`src/rtl/mano_control_unit_if.sv`:
```
// -----------------------------------------------------------------------------
// mano_control_unit_if
// Bundle of signals between the Mano basic-computer control unit and its
// datapath.
//   Datapath -> control : IR, AC, DR, E
//   Control -> datapath : BUS_SEL, ALU_SEL, every register/memory strobe,
//                         plus SC, halted and instr_done for observation.
// Handshake: there is none. Every strobe is a level that the datapath acts on
// at the next rising clock edge. The datapath keeps IR/AC/DR/E stable through
// each T-state.
// Modports: master = control unit side, slave = datapath side.
// -----------------------------------------------------------------------------
interface mano_control_unit_if #(
   parameter int SC_W = 4
);
   logic [15:0]     IR;
   logic [15:0]     AC;
   logic [15:0]     DR;
   logic            E;
   logic [2:0]      BUS_SEL;
   logic [2:0]      ALU_SEL;
   logic            MEM_write;
   logic            AR_write, AR_increment, AR_clear;
   logic            PC_write, PC_increment, PC_clear;
   logic            DR_write, DR_increment, DR_clear;
   logic            AC_write, AC_increment, AC_clear;
   logic            IR_write;
   logic            TR_write, TR_increment, TR_clear;
   logic            OUTR_write;
   logic            E_write, E_clear, E_complement;
   logic [SC_W-1:0] SC;
   logic            halted;
   logic            instr_done;

   modport master (
      input  IR, AC, DR, E,
      output BUS_SEL, ALU_SEL, MEM_write,
             AR_write, AR_increment, AR_clear,
             PC_write, PC_increment, PC_clear,
             DR_write, DR_increment, DR_clear,
             AC_write, AC_increment, AC_clear,
             IR_write, TR_write, TR_increment, TR_clear, OUTR_write,
             E_write, E_clear, E_complement,
             SC, halted, instr_done
   );

   modport slave (
      output IR, AC, DR, E,
      input  BUS_SEL, ALU_SEL, MEM_write,
             AR_write, AR_increment, AR_clear,
             PC_write, PC_increment, PC_clear,
             DR_write, DR_increment, DR_clear,
             AC_write, AC_increment, AC_clear,
             IR_write, TR_write, TR_increment, TR_clear, OUTR_write,
             E_write, E_clear, E_complement,
             SC, halted, instr_done
   );
endinterface

```
`src/rtl/mano_control_unit.sv`:
```
// -----------------------------------------------------------------------------
// mano_control_unit
// Hardwired control unit for the Mano basic computer. It holds the sequence
// counter SC (T0..T6), the indirect flag I and the halt flag S. All
// datapath controls are decoded combinationally from SC, I, IR, AC, DR, E
// and S.
// Ports:
//   clk     : rising-edge clock
//   reset_n : asynchronous active-low reset
//   ctl     : mano_control_unit_if.master. IR/AC/DR/E come in. Bus select,
//             ALU select, strobes, SC, halted and instr_done go out.
// SC and halted are the complete sequencing state. They are exported on the
// interface for observation.
// -----------------------------------------------------------------------------
module mano_control_unit #(
   parameter int SC_W = 4
) (
   input  logic                clk,
   input  logic                reset_n,
   mano_control_unit_if.master ctl
);

   localparam logic [SC_W-1:0] T0 = SC_W'(0);
   localparam logic [SC_W-1:0] T1 = SC_W'(1);
   localparam logic [SC_W-1:0] T2 = SC_W'(2);
   localparam logic [SC_W-1:0] T3 = SC_W'(3);
   localparam logic [SC_W-1:0] T4 = SC_W'(4);
   localparam logic [SC_W-1:0] T5 = SC_W'(5);
   localparam logic [SC_W-1:0] T6 = SC_W'(6);

   typedef enum logic [2:0] {
      OP_AND = 3'd0, OP_ADD = 3'd1, OP_LDA = 3'd2, OP_STA = 3'd3,
      OP_BUN = 3'd4, OP_BSA = 3'd5, OP_ISZ = 3'd6, OP_REG = 3'd7
   } opcode_t;

   localparam logic [2:0] BUS_NONE = 3'd0, BUS_AR = 3'd1, BUS_PC = 3'd2,
                          BUS_DR = 3'd3, BUS_AC = 3'd4, BUS_IR = 3'd5,
                          BUS_MEM = 3'd7;
   localparam logic [2:0] ALU_AND = 3'b000, ALU_ADD = 3'b001, ALU_DR = 3'b010,
                          ALU_CMA = 3'b011, ALU_CIR = 3'b100, ALU_CIL = 3'b101;

   logic [SC_W-1:0] r_sc;
   logic            r_i;
   logic            r_halted;

   opcode_t    w_d;
   logic [2:0] w_bus_sel, w_alu_sel;
   logic       w_mem_w, w_ar_w, w_ar_inc, w_pc_w, w_pc_inc;
   logic       w_dr_w, w_dr_inc, w_ac_w, w_ac_inc, w_ac_clr;
   logic       w_ir_w, w_e_w, w_e_clr, w_e_cmp, w_done, w_hlt;

   assign w_d = opcode_t'(ctl.IR[14:12]);

   always_comb begin
      w_bus_sel = BUS_NONE;
      w_alu_sel = ALU_AND;
      w_mem_w   = 1'b0;
      w_ar_w    = 1'b0;
      w_ar_inc  = 1'b0;
      w_pc_w    = 1'b0;
      w_pc_inc  = 1'b0;
      w_dr_w    = 1'b0;
      w_dr_inc  = 1'b0;
      w_ac_w    = 1'b0;
      w_ac_inc  = 1'b0;
      w_ac_clr  = 1'b0;
      w_ir_w    = 1'b0;
      w_e_w     = 1'b0;
      w_e_clr   = 1'b0;
      w_e_cmp   = 1'b0;
      w_done    = 1'b0;
      w_hlt     = 1'b0;
      // Reset and the halt flag both silence every control.
      if (reset_n && !r_halted) begin
         case (r_sc)
            T0: begin w_bus_sel = BUS_PC;  w_ar_w = 1'b1; end
            T1: begin w_bus_sel = BUS_MEM; w_ir_w = 1'b1; w_pc_inc = 1'b1; end
            T2: begin w_bus_sel = BUS_IR;  w_ar_w = 1'b1; end
            T3: begin
               if (w_d == OP_REG) begin
                  w_done = 1'b1;
                  // I=1 here is an I/O opcode and finishes as a NOP.
                  // Only the highest set bit of IR[11:0] executes.
                  if (!r_i) begin
                     casez (ctl.IR[11:0])
                        12'b1???_????_????: w_ac_clr = 1'b1;
                        12'b01??_????_????: w_e_clr  = 1'b1;
                        12'b001?_????_????: begin w_alu_sel = ALU_CMA; w_ac_w = 1'b1; end
                        12'b0001_????_????: w_e_cmp  = 1'b1;
                        12'b0000_1???_????: begin w_alu_sel = ALU_CIR; w_ac_w = 1'b1; w_e_w = 1'b1; end
                        12'b0000_01??_????: begin w_alu_sel = ALU_CIL; w_ac_w = 1'b1; w_e_w = 1'b1; end
                        12'b0000_001?_????: w_ac_inc = 1'b1;
                        12'b0000_0001_????: w_pc_inc = ~ctl.AC[15];
                        12'b0000_0000_1???: w_pc_inc = ctl.AC[15];
                        12'b0000_0000_01??: w_pc_inc = (ctl.AC == 16'h0000);
                        12'b0000_0000_001?: w_pc_inc = ~ctl.E;
                        12'b0000_0000_0001: w_hlt    = 1'b1;
                        default: ;
                     endcase
                  end
               end else if (r_i) begin
                  w_bus_sel = BUS_MEM;
                  w_ar_w    = 1'b1;
               end
            end
            T4: begin
               case (w_d)
                  OP_AND, OP_ADD, OP_LDA, OP_ISZ: begin w_bus_sel = BUS_MEM; w_dr_w = 1'b1; end
                  OP_STA: begin w_bus_sel = BUS_AC; w_mem_w = 1'b1; w_done = 1'b1; end
                  OP_BUN: begin w_bus_sel = BUS_AR; w_pc_w  = 1'b1; w_done = 1'b1; end
                  OP_BSA: begin w_bus_sel = BUS_PC; w_mem_w = 1'b1; w_ar_inc = 1'b1; end
                  default: ;
               endcase
            end
            T5: begin
               case (w_d)
                  OP_AND: begin w_alu_sel = ALU_AND; w_ac_w = 1'b1; w_done = 1'b1; end
                  OP_ADD: begin w_alu_sel = ALU_ADD; w_ac_w = 1'b1; w_e_w = 1'b1; w_done = 1'b1; end
                  OP_LDA: begin w_alu_sel = ALU_DR;  w_ac_w = 1'b1; w_done = 1'b1; end
                  OP_BSA: begin w_bus_sel = BUS_AR;  w_pc_w = 1'b1; w_done = 1'b1; end
                  OP_ISZ: w_dr_inc = 1'b1;
                  default: ;
               endcase
            end
            T6: begin
               // DR already holds the incremented word. Skip when it wrapped to zero.
               if (w_d == OP_ISZ) begin
                  w_bus_sel = BUS_DR;
                  w_mem_w   = 1'b1;
                  w_pc_inc  = (ctl.DR == 16'h0000);
                  w_done    = 1'b1;
               end
            end
            default: ;
         endcase
      end
   end

   always_ff @(posedge clk or negedge reset_n) begin
      if (!reset_n) begin
         r_sc     <= T0;
         r_i      <= 1'b0;
         r_halted <= 1'b0;
      end else if (!r_halted) begin
         r_sc <= w_done ? T0 : r_sc + SC_W'(1);
         if (r_sc == T2) r_i <= ctl.IR[15];
         if (w_hlt) r_halted <= 1'b1;
      end
   end

   assign ctl.BUS_SEL      = w_bus_sel;
   assign ctl.ALU_SEL      = w_alu_sel;
   assign ctl.MEM_write    = w_mem_w;
   assign ctl.AR_write     = w_ar_w;
   assign ctl.AR_increment = w_ar_inc;
   assign ctl.AR_clear     = 1'b0;
   assign ctl.PC_write     = w_pc_w;
   assign ctl.PC_increment = w_pc_inc;
   assign ctl.PC_clear     = 1'b0;
   assign ctl.DR_write     = w_dr_w;
   assign ctl.DR_increment = w_dr_inc;
   assign ctl.DR_clear     = 1'b0;
   assign ctl.AC_write     = w_ac_w;
   assign ctl.AC_increment = w_ac_inc;
   assign ctl.AC_clear     = w_ac_clr;
   assign ctl.IR_write     = w_ir_w;
   assign ctl.TR_write     = 1'b0;
   assign ctl.TR_increment = 1'b0;
   assign ctl.TR_clear     = 1'b0;
   assign ctl.OUTR_write   = 1'b0;
   assign ctl.E_write      = w_e_w;
   assign ctl.E_clear      = w_e_clr;
   assign ctl.E_complement = w_e_cmp;
   assign ctl.SC           = r_sc;
   assign ctl.halted       = r_halted;
   assign ctl.instr_done   = w_done;

endmodule

```
`src/flat_wrapper.sv`:
```
// flat-port wrapper written by rule: the top's interface ports become plain ports
module mano_control_unit_flat 
#(
   parameter int SC_W = 4
)
  (clk, reset_n, ctl_IR, ctl_AC, ctl_DR, ctl_E, ctl_BUS_SEL, ctl_ALU_SEL, ctl_MEM_write, ctl_AR_write, ctl_AR_increment, ctl_AR_clear, ctl_PC_write, ctl_PC_increment, ctl_PC_clear, ctl_DR_write, ctl_DR_increment, ctl_DR_clear, ctl_AC_write, ctl_AC_increment, ctl_AC_clear, ctl_IR_write, ctl_TR_write, ctl_TR_increment, ctl_TR_clear, ctl_OUTR_write, ctl_E_write, ctl_E_clear, ctl_E_complement, ctl_SC, ctl_halted, ctl_instr_done);
  mano_control_unit_if #(.SC_W(SC_W)) ctl_i ();
  input  logic clk;
  input  logic reset_n;
  input wire logic [$bits(ctl_i.IR)-1:0] ctl_IR;
  input wire logic [$bits(ctl_i.AC)-1:0] ctl_AC;
  input wire logic [$bits(ctl_i.DR)-1:0] ctl_DR;
  input wire logic [$bits(ctl_i.E)-1:0] ctl_E;
  output wire logic [$bits(ctl_i.BUS_SEL)-1:0] ctl_BUS_SEL;
  output wire logic [$bits(ctl_i.ALU_SEL)-1:0] ctl_ALU_SEL;
  output wire logic [$bits(ctl_i.MEM_write)-1:0] ctl_MEM_write;
  output wire logic [$bits(ctl_i.AR_write)-1:0] ctl_AR_write;
  output wire logic [$bits(ctl_i.AR_increment)-1:0] ctl_AR_increment;
  output wire logic [$bits(ctl_i.AR_clear)-1:0] ctl_AR_clear;
  output wire logic [$bits(ctl_i.PC_write)-1:0] ctl_PC_write;
  output wire logic [$bits(ctl_i.PC_increment)-1:0] ctl_PC_increment;
  output wire logic [$bits(ctl_i.PC_clear)-1:0] ctl_PC_clear;
  output wire logic [$bits(ctl_i.DR_write)-1:0] ctl_DR_write;
  output wire logic [$bits(ctl_i.DR_increment)-1:0] ctl_DR_increment;
  output wire logic [$bits(ctl_i.DR_clear)-1:0] ctl_DR_clear;
  output wire logic [$bits(ctl_i.AC_write)-1:0] ctl_AC_write;
  output wire logic [$bits(ctl_i.AC_increment)-1:0] ctl_AC_increment;
  output wire logic [$bits(ctl_i.AC_clear)-1:0] ctl_AC_clear;
  output wire logic [$bits(ctl_i.IR_write)-1:0] ctl_IR_write;
  output wire logic [$bits(ctl_i.TR_write)-1:0] ctl_TR_write;
  output wire logic [$bits(ctl_i.TR_increment)-1:0] ctl_TR_increment;
  output wire logic [$bits(ctl_i.TR_clear)-1:0] ctl_TR_clear;
  output wire logic [$bits(ctl_i.OUTR_write)-1:0] ctl_OUTR_write;
  output wire logic [$bits(ctl_i.E_write)-1:0] ctl_E_write;
  output wire logic [$bits(ctl_i.E_clear)-1:0] ctl_E_clear;
  output wire logic [$bits(ctl_i.E_complement)-1:0] ctl_E_complement;
  output wire logic [$bits(ctl_i.SC)-1:0] ctl_SC;
  output wire logic [$bits(ctl_i.halted)-1:0] ctl_halted;
  output wire logic [$bits(ctl_i.instr_done)-1:0] ctl_instr_done;
  assign ctl_i.IR = ctl_IR;
  assign ctl_i.AC = ctl_AC;
  assign ctl_i.DR = ctl_DR;
  assign ctl_i.E = ctl_E;
  assign ctl_BUS_SEL = ctl_i.BUS_SEL;
  assign ctl_ALU_SEL = ctl_i.ALU_SEL;
  assign ctl_MEM_write = ctl_i.MEM_write;
  assign ctl_AR_write = ctl_i.AR_write;
  assign ctl_AR_increment = ctl_i.AR_increment;
  assign ctl_AR_clear = ctl_i.AR_clear;
  assign ctl_PC_write = ctl_i.PC_write;
  assign ctl_PC_increment = ctl_i.PC_increment;
  assign ctl_PC_clear = ctl_i.PC_clear;
  assign ctl_DR_write = ctl_i.DR_write;
  assign ctl_DR_increment = ctl_i.DR_increment;
  assign ctl_DR_clear = ctl_i.DR_clear;
  assign ctl_AC_write = ctl_i.AC_write;
  assign ctl_AC_increment = ctl_i.AC_increment;
  assign ctl_AC_clear = ctl_i.AC_clear;
  assign ctl_IR_write = ctl_i.IR_write;
  assign ctl_TR_write = ctl_i.TR_write;
  assign ctl_TR_increment = ctl_i.TR_increment;
  assign ctl_TR_clear = ctl_i.TR_clear;
  assign ctl_OUTR_write = ctl_i.OUTR_write;
  assign ctl_E_write = ctl_i.E_write;
  assign ctl_E_clear = ctl_i.E_clear;
  assign ctl_E_complement = ctl_i.E_complement;
  assign ctl_SC = ctl_i.SC;
  assign ctl_halted = ctl_i.halted;
  assign ctl_instr_done = ctl_i.instr_done;
  mano_control_unit #(.SC_W(SC_W)) u_core (.clk(clk), .reset_n(reset_n), .ctl(ctl_i));
endmodule
```
`config.mk`:
```
export PLATFORM = sky130hd
export DESIGN_NAME = mano_control_unit_flat
export DESIGN_NICKNAME = d
export VERILOG_FILES = /design/src/rtl/mano_control_unit_if.sv /design/src/rtl/mano_control_unit.sv /design/src/flat_wrapper.sv
export SDC_FILE = /design/constraint.sdc
export NUM_CORES = 1
export LEC_CHECK = 0
export CORE_ASPECT_RATIO = 0.75
export CORE_UTILIZATION = 35
export DETAILED_ROUTE_END_ITERATION = 12
export PLACE_DENSITY = 0.86
export SLEW_MARGIN = 0
export SYNTH_ARGS = -nofsm -noshare
export SYNTH_HDL_FRONTEND = slang
export SYNTH_SLANG_ARGS = --single-unit
```
`constraint.sdc`:
```
create_clock -name clk -period 3.7 [get_ports clk]
set_clock_uncertainty 0.05 [all_clocks]
set_input_delay 0.37 -clock clk [delete_from_list [all_inputs] [get_ports clk]]
set_output_delay 0.37 -clock clk [all_outputs]
set_load 0.02 [all_outputs]
```
## After elaboration in Yosys (flattened, before gate mapping)

Cells that the tools add are included.

- Register bits after elaboration: 6
- Input port bits: 51
- Output and inout bits: 33
- Word-level logic and storage cells: 131

- $add $sub $neg: 1
- Eq/ne operators: 24
- Muxes and demuxes: 85
- Bitwise gates (word level): 3
- Reduce and logical (&&, ||, !) cells: 15

Operators with widths:

| kind | count |
|---|---|
| two-way mux 1 bit | 64 |
| zero test 16 bit | 2 |
| one-hot mux 3 bit (7 select lines) | 1 |
| two-way mux 3 bit | 6 |
| == test 12 x 1 -> 1 bit (second input constant) | 1 |
| == test 3 bit (second input constant) | 4 |
| == test 4 x 3 -> 1 bit (second input constant) | 3 |
| one-hot mux 3 bit (4 select lines) | 1 |
| == test 11 x 1 -> 1 bit (second input constant) | 1 |
| == test 10 x 1 -> 1 bit (second input constant) | 1 |
| one-hot mux 1 bit (2 select lines) | 5 |
| == test 9 x 1 -> 1 bit (second input constant) | 1 |
| one-hot mux 3 bit (3 select lines) | 1 |
| == test 4 x 1 -> 1 bit (second input constant) | 2 |
| == test 4 x 2 -> 1 bit (second input constant) | 2 |
| == test 8 x 1 -> 1 bit (second input constant) | 1 |
| one-hot mux 1 bit (4 select lines) | 2 |
| OR reduction 2 bit | 4 |
| OR reduction 4 bit | 2 |
| == test 7 x 1 -> 1 bit (second input constant) | 1 |
| == test 3 x 1 -> 1 bit (second input constant) | 2 |
| == test 3 x 2 -> 1 bit (second input constant) | 2 |
| == test 6 x 1 -> 1 bit (second input constant) | 1 |
| one-hot mux 3 bit (2 select lines) | 1 |
| other kinds (14) | 17 |

## Depth between registers and ports, before layout

Gate-level depths: netlist of run 1.

- Word-level depth: 8
- Gate-level depth with buffers: 7
- Mapped depth without buffers: 7

## Worst setup path after synthesis of run 1

Ideal clock, no wire load.

- Kind: register to output
- From: register u_core.r_halted (netlist: u_core.ctl.halted)
- To: output port ctl_PC_increment
- Arrival time: 2068 ps
- Data required time: 3280 ps
- Slack: 1212 ps
- Stages on the path, launching flop included: 6
- Buffers on the path: 1
- Path through: dfrtp_1 -> clkbuf_1 -> nand2b_1 -> nor4b_1 -> a21oi_1 -> o21ai_0

- Word-level cells in the longest chain between the ends: 3

Ends and longest elaborated chain:

| item | line | source |
|---|---|---|
| from (decl) | mano_control_unit.sv:44 | `logic r_halted;` |
| from (signal assigned) | mano_control_unit.sv:143 | `r_halted <= 1'b0;` |
| from (signal assigned) | mano_control_unit.sv:147 | `if (w_hlt) r_halted <= 1'b1;` |
| zero test 1 bit | -- |  |
| logical AND 1 bit | mano_control_unit.sv:74 | `if (reset_n && !r_halted) begin` |
| two-way mux 1 bit | mano_control_unit.sv:74 |  |
| to (decl) | flat_wrapper.sv:21 | `output wire logic [$bits(ctl_i.PC_increment)-1:0] ctl_PC_increment;` |

No other way between the ends.

## Worst setup path after layout of run 1

- From: input port ctl_IR[13]
- To: output port ctl_AC_write

- Word-level cells in the longest chain between the ends: 5
- Elaborated cells on any way between the ends: 9
- Classes of those cells: eq/ne (3); mux (4); reduce/logical (2)

Ends and longest elaborated chain:

| item | line | source |
|---|---|---|
| from (decl) | flat_wrapper.sv:10 | `input wire logic [$bits(ctl_i.IR)-1:0] ctl_IR;` |
| == test 3 x 1 -> 1 bit, or another cell as far along | mano_control_unit.sv:116 | `case (w_d)` |
| OR reduction 3 bit (no source line) | -- |  |
| two-way mux 1 bit | mano_control_unit.sv:116 |  |
| one-hot mux 1 bit (2 select lines) * | mano_control_unit.sv:75 | `case (r_sc)` |
| two-way mux 1 bit * | mano_control_unit.sv:74 |  |
| to (decl) | flat_wrapper.sv:26 | `output wire logic [$bits(ctl_i.AC_write)-1:0] ctl_AC_write;` |

Mark *: on every way between the ends. The rest lies on a longest branch, timed or not.

==> results of run 1 <==
worst max path at each step:
stage	cells after the start	slack, ps	to	from
finish	7	490	ctl_AC_write	ctl_IR[13]
global route	7	330	ctl_AC_write	ctl_IR[13]
CTS	7	490	ctl_AC_write	ctl_IR[13]
detailed placement	7	510	ctl_AC_write	ctl_IR[13]
global placement	6	590	ctl_instr_done	ctl_IR[13]
floorplan	5	1210	ctl_PC_increment	u_core.ctl.halted
sequential cells by signal (all words and copies together), names as in the netlist:
register / cells
u_core.ctl.SC: 4
u_core.ctl.halted: 1
u_core.r_i: 1
cells in the mapped netlist, drive strengths merged, types with 2 or more instances:
| library cell | count | area [um2] |
|---|---|---|
| a21oi | 12 | 60.1 |
| a31oi | 3 | 18.8 |
| and3 | 3 | 18.8 |
| buf | 12 | 95.1 |
| dfrtp | 6 | 150 |
| ha | 4 | 50.1 |
| inv | 5 | 18.8 |
| nand2 | 13 | 48.8 |
| nand2b | 3 | 18.8 |
| nand3 | 5 | 25.0 |
| nand3b | 3 | 22.5 |
| nand4 | 2 | 12.5 |
| nor2 | 18 | 70.1 |
| nor2b | 5 | 31.3 |
| nor3 | 6 | 30.0 |
| nor3b | 3 | 22.5 |
| nor4 | 10 | 77.6 |
| nor4b | 2 | 17.5 |
| o21ai | 4 | 20.0 |
| o31a | 2 | 17.5 |
| or3 | 2 | 12.5 |
| xnor2 | 2 | 17.5 |
layout by cell type, fill, tap and decap left out, types with 6 or more instances in the layout:
master	synthesis	final
a21oi_1	12	12
clkdlybuf4s50_1	0	76
conb_1	1	7
dfrtp_1	6	6
nand2_1	13	13
nor2_1	17	17
nor3_1	6	6
nor4_1	9	9
routing by layer:
layer,vias to the layer above,global-route usage (%),routed length [um],share of wire [%]
li1,668,-,-,-
met1,617,25.4,1340,41
met2,72,38.6,1570,49
met3,2,6.37,313,9.7
met4,0,2.59,8,0.25
met5,-,0,0,0
cell families after synthesis:
| family | Yosys count | share of synthesized area [%] |
|---|---|---|
| mux | 1 | 1.11 |
| buf+inv | 18 | 11.6 |
| compound gates | 31 | 19.9 |
| flops | 6 | 14.8 |
| simple gates | 81 | 44.8 |
| other cells | 1 | 0.369 |
| xor+xnor | 3 | 2.58 |
| fa+ha+maj | 4 | 4.92 |
area by class of cell:
cell class              count  area, um2
clock buffers               3       41.3
well taps                  36       45.0
inverters                   5       18.8
flip-flops and latches      6        150
multi-input cells         127        772
repair buffers             76        761
fillers                   226        895
critical path: stages:
cell and delay, ps:
clkdlybuf4s50_1 740, and3_1 250, nand3_1 130, nor2_1 230
o2111ai_1 220, a31oi_1 220, clkdlybuf4s50_1 620
power by group through the flow:
stage	Clock [mW]	Combinational, mW	Sequential (mW)
6_report	0.0955	0.412	0.151
5_1_grt	0.101	0.452	0.157
4_1_cts	0.0968	0.411	0.149
3_5_place_dp	0	0.407	0.150
3_3_place_gp	0	0.396	0.146
2_1_floorplan	0	0.265	0.141
==> flow_summary.ini, run 1 <==
[status]
outcome = finished, final reports clean

[cts]
cts_buffer_depth = 2
clock_latency_ps = 220
cts_inserted_buffers = 3
cts_tree = done
cts_htree_levels = 1
cts_hold_buf = 0
cts_resized = 0
cts-root-buf = clkbuf_8
cts_sinks = 6
cts_setup_buffers = 0
cts.clk_slew.worst_paths_ps = 40

[worst_setup_path]
rrSetupSlack_ps = 1660
endpoint_kind = primary output
worstSetupStartpointType = input pin
cp_max_fo = 14
cp.arrival_ps = 2790
critPathKind = input pin to primary output
reg2reg_to = u_core.ctl.SC[0]
required_ps = 3280
reg2reg_depth = 6
r2r_start = u_core.ctl.SC[0]

[die]
core-area_mm2 = 0.00268
die_w_um = 64.3
io_pins = 84
rows = 16
die-area_mm2 = 0.00313
die_h_um = 48.7
start_util_pct = 37.9

[placement]
gp_congestion = 0.885
dp_cells = 250
dp_worst_setup_slack_ps = 510
dp_hpwl_um = 2730
io_buffers = 76
dpl_cell_area_mm2 = 0.00175

[cells_and_area]
instances_no_fill = 253
syn2layout_area_growth_pct = 75.8
drive_above_1_share_pct = 3.69
fin_area_mm2 = 0.00179
post-route-util_pct = 66.7
nets = 274
diodes = 0

[power]
power_uw = 658
pwr-share-seq_pct = 22.9
leakagePower_nw = 0.640
powerDensity_mw_per_mm2 = 368
power.switching_uw = 296
p_clk_share_pct = 14.5
vdd_drop_max_uv = 303
switching_share_pct = 45.0
internal_power_uw = 362
comb_power_share_pct = 62.6

[synth]
synth-seq-cells = 6
synth-seq-area-share_pct = 14.8
syn_avg_cell_area_um2 = 7.02
synth_cells = 145
synth_edf_count = 0
synth_area_mm2 = 0.00102
synth_cell_types = 47
ys.flop_type = dfrtp_1
synth_warnings = 0
async_reset_ff_share_pct = 100

[detailed_routing]
ant_nets = 0
wl_per_cell_um = 12.8
drtIter0Drc = 68
vias_per_cell = 5.37
dr_total_vias = 1359
first_pass_iters = 4
wirelength_um = 3230
route.detailed.drc = 0

[grt]
grt_max_degree = 15
grt_pass1_vias = 1342
antenna_found_initial = 0
grt_use_total_pct = 21.4
grt_remaining_overflow = 0
grt_pass1_wl_um = 5420

[sta]
min_period_ps = 3210
finalCritPeriodShare_pct = 86.7
hold_ws_ps = 365
hold_viol = 0
fin_tns_setup_ps = 0
fin_ws_ps = 492
setup_viol = 0
rsz0062_at_grt = false
fmax_mhz = 312
slew_violations = 0

[hold_path]
hold_path_class = input pin to asynchronous set/reset pin

[flow_run]
cap_violations = 0
No activity file was read; power rests on OpenSTA's default activity.
==> run 2: changes to the inputs <==
--- a/config.mk
+++ b/config.mk
@@ -9,6 +9,7 @@
 export CORE_UTILIZATION = 35
 export DETAILED_ROUTE_END_ITERATION = 12
 export PLACE_DENSITY = 0.86
+export SKIP_LAST_GASP = 1
 export SLEW_MARGIN = 0
 export SYNTH_ARGS = -nofsm -noshare
 export SYNTH_HDL_FRONTEND = slang
==> results of run 2 <==
The final DEF is identical to that of run 1; final timing and power are the same.
